File: src/rtl/dmem_dma_copy.sv
// dmem_dma_copy
// Bus initiator that copies a block of 16-bit words from a source byte
// address to a destination byte address over the data-memory/IO bus. Each
// word takes one read cycle followed by one write cycle. The IO responder
// on the same bus also makes the switches (0xfff0) and the display (0xfffa)
// reachable as ordinary source/destination addresses.
//
// Optional feature: define DMA_FILL_EN to add the fill/fill_value ports.
// When fill is high at the accepting edge, fill_value is written to every
// destination word and no reads are issued.
//
// Ports:
//   clock       in   system clock, rising edge
//   reset       in   synchronous active-high reset
//   start       in   transfer request, only acted on while idle
//   src_addr    in   source byte address (bit 0 ignored)
//   dst_addr    in   destination byte address (bit 0 ignored)
//   count       in   number of words to copy (0 completes immediately)
//   fill        in   (DMA_FILL_EN only) select fill instead of copy
//   fill_value  in   (DMA_FILL_EN only) word written in fill mode
//   mem_rdata   in   combinational read data from memory/IO
//   mem_addr    out  bus address
//   mem_wdata   out  bus write data
//   mem_read    out  read enable
//   mem_write   out  write enable
//   busy        out  high while reading or writing
//   done        out  single-cycle completion pulse
module dmem_dma_copy #(
  parameter int CNT_W     = 8,
  parameter int ADDR_STEP = 2
) (
  input  logic             clock,
  input  logic             reset,
  input  logic             start,
  input  logic [15:0]      src_addr,
  input  logic [15:0]      dst_addr,
  input  logic [CNT_W-1:0] count,
`ifdef DMA_FILL_EN
  input  logic             fill,
  input  logic [15:0]      fill_value,
`endif
  input  logic [15:0]      mem_rdata,
  output logic [15:0]      mem_addr,
  output logic [15:0]      mem_wdata,
  output logic             mem_read,
  output logic             mem_write,
  output logic             busy,
  output logic             done
);

  typedef enum logic [1:0] {
    IDLE,
    RD,
    WR,
    DONE
  } state_t;

  localparam logic [15:0] STEP = 16'(ADDR_STEP);

  state_t           state_q, state_d;
  logic [15:0]      srcPtr_q, srcPtr_d;
  logic [15:0]      dstPtr_q, dstPtr_d;
  logic [15:0]      buffer_q, buffer_d;
  logic [CNT_W-1:0] remaining_q, remaining_d;
  logic             fillMode_q, fillMode_d;

  logic             fillReq;
  logic [15:0]      fillValue;

`ifdef DMA_FILL_EN
  assign fillReq   = fill;
  assign fillValue = fill_value;
`else
  assign fillReq   = 1'b0;
  assign fillValue = 16'h0000;
`endif

  // State and datapath registers; reset returns everything to an idle,
  // empty engine so an aborted transfer leaves no trace.
  always_ff @(posedge clock) begin
    if (reset) begin
      state_q     <= IDLE;
      srcPtr_q    <= 16'h0000;
      dstPtr_q    <= 16'h0000;
      buffer_q    <= 16'h0000;
      remaining_q <= '0;
      fillMode_q  <= 1'b0;
    end else begin
      state_q     <= state_d;
      srcPtr_q    <= srcPtr_d;
      dstPtr_q    <= dstPtr_d;
      buffer_q    <= buffer_d;
      remaining_q <= remaining_d;
      fillMode_q  <= fillMode_d;
    end
  end

  // Next-state logic. Request inputs are only looked at in IDLE, so later
  // changes to them cannot disturb a transfer in flight. Addresses are
  // forced word-aligned at acceptance; pointer adds wrap modulo 2^16.
  always_comb begin
    state_d     = state_q;
    srcPtr_d    = srcPtr_q;
    dstPtr_d    = dstPtr_q;
    buffer_d    = buffer_q;
    remaining_d = remaining_q;
    fillMode_d  = fillMode_q;
    case (state_q)
      IDLE: begin
        if (start) begin
          if (count == '0) begin
            state_d = DONE;
          end else begin
            srcPtr_d    = src_addr & 16'hFFFE;
            dstPtr_d    = dst_addr & 16'hFFFE;
            remaining_d = count;
            fillMode_d  = fillReq;
            if (fillReq) begin
              buffer_d = fillValue;
              state_d  = WR;
            end else begin
              state_d = RD;
            end
          end
        end
      end
      RD: begin
        buffer_d = mem_rdata;
        srcPtr_d = srcPtr_q + STEP;
        state_d  = WR;
      end
      WR: begin
        dstPtr_d    = dstPtr_q + STEP;
        remaining_d = remaining_q - CNT_W'(1);
        if (remaining_q == CNT_W'(1)) begin
          state_d = DONE;
        end else if (fillMode_q) begin
          state_d = WR;
        end else begin
          state_d = RD;
        end
      end
      DONE: begin
        state_d = IDLE;
      end
      default: begin
        state_d = IDLE;
      end
    endcase
  end

  // Bus outputs come from registered state only. They are forced to zero
  // while reset is high so an abort in WR cannot complete that write.
  always_comb begin
    mem_addr  = 16'h0000;
    mem_wdata = 16'h0000;
    mem_read  = 1'b0;
    mem_write = 1'b0;
    busy      = 1'b0;
    done      = 1'b0;
    if (!reset) begin
      case (state_q)
        RD: begin
          mem_addr = srcPtr_q;
          mem_read = 1'b1;
          busy     = 1'b1;
        end
        WR: begin
          mem_addr  = dstPtr_q;
          mem_wdata = buffer_q;
          mem_write = 1'b1;
          busy      = 1'b1;
        end
        DONE: begin
          done = 1'b1;
        end
        default: begin
          mem_addr = 16'h0000;
        end
      endcase
    end
  end

endmodule

File: config.mk
export PLATFORM = sky130hd
export DESIGN_NAME = dmem_dma_copy
export DESIGN_NICKNAME = d
export VERILOG_FILES = /design/src/rtl/dmem_dma_copy.sv
export SDC_FILE = /design/constraint.sdc
export NUM_CORES = 1
export LEC_CHECK = 0
export CAP_MARGIN = 10
export CORE_MARGIN = 2
export CORE_UTILIZATION = 36
export CTS_BUF_LIST = sky130_fd_sc_hd__clkbuf_16
export CTS_CLUSTER_DIAMETER = 120
export CTS_CLUSTER_SIZE = 25
export DETAILED_ROUTE_END_ITERATION = 7
export GPL_ROUTABILITY_DRIVEN = 0
export PLACE_DENSITY = 0.66
export SETUP_SLACK_MARGIN = 0.5
export SLEW_MARGIN = 20
export SYNTH_ARGS = -nofsm -noshare
export SYNTH_HDL_FRONTEND = slang
export SYNTH_SLANG_ARGS = --single-unit
File: constraint.sdc
create_clock -name clock -period 2.14 [get_ports clock]
set_input_delay 0.214 -clock clock [delete_from_list [all_inputs] [get_ports clock]]
set_output_delay 0.214 -clock clock [all_outputs]
set_load 0.05 [all_outputs]
==> impl_metrics.env <==
export IMPL_hold_viol=0
export IMPL_syn_nets=525
export IMPL_hold_path_class="input pin to flop"
export IMPL_cts_made_buffers=5
export IMPL_insertion_delay_ns=0.29
export IMPL_h_tree_depth=2
export IMPL_finalSetupViolCount=0
export IMPL_p_per_area_nw_per_um2=886
export IMPL_min_period_ns=1.82
export IMPL_drt_wl_total_um=12800
export IMPL_critPathLaunchType="flop"
export IMPL_drt_antenna_violating_nets=0
export IMPL_seq_power_share_pct=29.7
export IMPL_cts_sinks=56
export IMPL_grt_ovfl_total=0
export IMPL_die_x_um=103
export IMPL_numPortBuffers=91
export IMPL_clk_pin_slew_worst_paths_ns=0.07
export IMPL_skew_ns=0.00520
export IMPL_critical_path_max_fanout=5
export IMPL_ir_worst_vdd_mv=0.487
export IMPL_grt_pass1_vias=3841
export IMPL_drive_above_1_share_pct=42.4
export IMPL_power_leakage_nw=2.28
export IMPL_fin_crit_sh_pct=85.1
export IMPL_cts_root_buf="clkbuf_16"
export IMPL_cp_end_kind="output pin"
export IMPL_syn_area_um2=3550
export IMPL_std_cell_rows=36
export IMPL_syn_to_final_growth_pct=74.4
export IMPL_tightest_slew_ns=0.677
export IMPL_grt_usage_pct=22.0
export IMPL_dpl_worst_slack_ns=-0.0195
export IMPL_seq_area_frac_synth_pct=31.6
export IMPL_drt_pre_antenna_iters=5
export IMPL_core_area_um2=9680
export IMPL_synthCells=457
export IMPL_routedWlPerCell_um=17.8
export IMPL_drc=0
export IMPL_ys_warn_count=0
export IMPL_via_count=4023
export IMPL_dieHeight_um=103
export IMPL_p_sw_share_pct=41.3
export IMPL_final_nets=656
export IMPL_setup_ws_ns=0.319
export IMPL_grt_pass1_wl_um=18500
export IMPL_critPathSlowestCell="dfxtp_4"
export IMPL_intPower_w=0.00322
export IMPL_slew_headroom_pct=54.9
export IMPL_combPwrFrac_pct=55.0
export IMPL_drv_slew=0
export IMPL_avgSynthCellArea_um2=7.76
export IMPL_diodes=0
export IMPL_viasPerCell=5.57
export IMPL_worstPathCellList="inv_6 -> ha_4 -> clkinvlp_4 -> buf_6 -> nor2_4 -> buf_12"
export IMPL_ios=95
export IMPL_layout_common_cells="clkdlybuf4s50_1, dfxtp_1, buf_4, nor2_1"
export IMPL_first_iter_violations=160
export IMPL_cap_viol_max_count=0
export IMPL_dpl_cell_area_um2=4820
export IMPL_p_clk_share_pct=15.3
export IMPL_final_common_cell="clkdlybuf4s50_1"
export IMPL_cpPeakStageDelay_ns=0.37
export IMPL_antenna_found_initial=0
export IMPL_crit_type="flop to output pin"
export IMPL_grt_max_degree=56
export IMPL_rsz0062_at_grt="yes"
export IMPL_place_hpwl_um=7550
export IMPL_required_ns=1.93
export IMPL_worst_ep_arrival_time_ns=1.61
export IMPL_dieArea_um2=10700
export IMPL_initial_core_util_pct=36.6
export IMPL_cts_tree="built"
export IMPL_synth_ff_latch_count=56
export IMPL_clockBufferDepth=2
export IMPL_fin_area_um2=6190
export IMPL_fmax_mhz=549
export IMPL_outcome="completed"
export IMPL_power_switching_w=0.00226
export IMPL_post_synth_num_cell_types=52
==> power by group through the flow <==
stage	Sequential [W]	Combinational [W]	Clock, W
floorplan	0.00146	0.00148	0
global placement	0.00156	0.00188	0
detailed placement	0.00157	0.00192	0
CTS	0.00158	0.00239	0.000848
global route	0.00166	0.00322	0.000888
finish	0.00163	0.00301	0.000839
==> stage by stage <==
stage                     power, W  hold WS (ns)  setup TNS [ns]  utilization, %  cells
after floorplan            0.00295         0.361               0               -    457
after global placement     0.00343         0.463               0            49.7    664
after detailed placement   0.00349         0.471         -0.0403            49.7    664
after CTS                  0.00482         0.342               0            56.6    693
after global routing       0.00576         0.368               0            63.9    722
final                      0.00548         0.362               0            63.9    722
==> registers in the layout, summed over array words and instances (netlist names) <==
name and flops:
buffer_q 16, dstPtr_q 15, remaining_q 8, srcPtr_q 15, state_q 2
==> repair_timing <==
action                                  4_1_cts  5_1_grt
gates cloned                                  4        4
hold buffers                                  0        0
pin swaps                                    28       58
buffers inserted                             17       25
endpoints found under the hold margin         0        0
endpoints found under the setup margin       71       71
gates resized for setup                      90      135
==> cell type report <==
class                      count  area (um2)
fill                         777        3500
multi-input combinational    344        2770
timing repair buffer         163        1860
sequential                    56        1160
tap                          133         166
clock buffer                   5         125
inverter                      18        93.8
clock inverter                 3        18.8
==> final timing paths <==
check	start	to	slack, ns	depth (start not counted)
setup / recovery	state_q[0]	mem_write	0.32	6
setup reg to reg	state_q[0]	dstPtr_q[1]	0.33	7
hold reg to reg	remaining_q[6]	remaining_q[6]	0.47	2
hold / removal	reset	srcPtr_q[3]	0.36	4
==> critical path: cells and delay by family, from the launching register on <==
family	cells	cell delay, ns
buf+inv	4	0.65
flops	1	0.37
fa+ha+maj	1	0.20
simple gates	1	0.09
==> logic make-up after synthesis <==
logic type	synth area share (%)
simple gates	25.2
compound gates	25.1
buf+inv	6.81
flops	31.6
mux	7.55
fa+ha+maj	3.17
xor+xnor	0.494
other cells	0.106
==> metal layers <==
metal	GRT usage, %	up-vias	share of wire [%]
met4	6.78	0	3.0
met2	38.0	145	50
met5	0	-	0
li1	-	1931	-
met1	27.6	1916	41
met3	4.44	31	6.1
==> Yosys cell counts (all sizes together) <==
cell type	count	area share, %
a21oi	36	5.2
a22o	1	0.25
mux2	6	1.9
nand3	12	1.7
xor2	1	0.25
or3	1	0.18
a22oi	16	3.4
dfxtp	56	32
o221ai	4	0.99
and3	20	3.5
o211ai	3	0.63
o22ai	7	1.2
a221oi	2	0.49
a311oi	5	1.2
ha	9	3.2
o31ai	3	0.63
a41o	1	0.28
nor3	10	1.4
mux2i	20	5.6
conb	1	0.11
and4	2	0.49
nand4	7	2.1
or2	2	0.35
a32o	1	0.28
clkbuf	23	2.5
nand2	40	4.4
nor4	9	3.3
a211oi	10	2.1
a21o	3	0.67
buf	17	2.4
o31a	1	0.25
inv	18	1.9
o21ai	28	4.0
a2111oi	4	1.4
and2	3	0.53
o221a	1	0.32
o2bb2ai	3	0.74
nor2b	5	0.88
nand3b	1	0.21
nor2	58	6.1
a31oi	6	1.1
xnor2	1	0.25
Power figures use the tool's default switching activity.
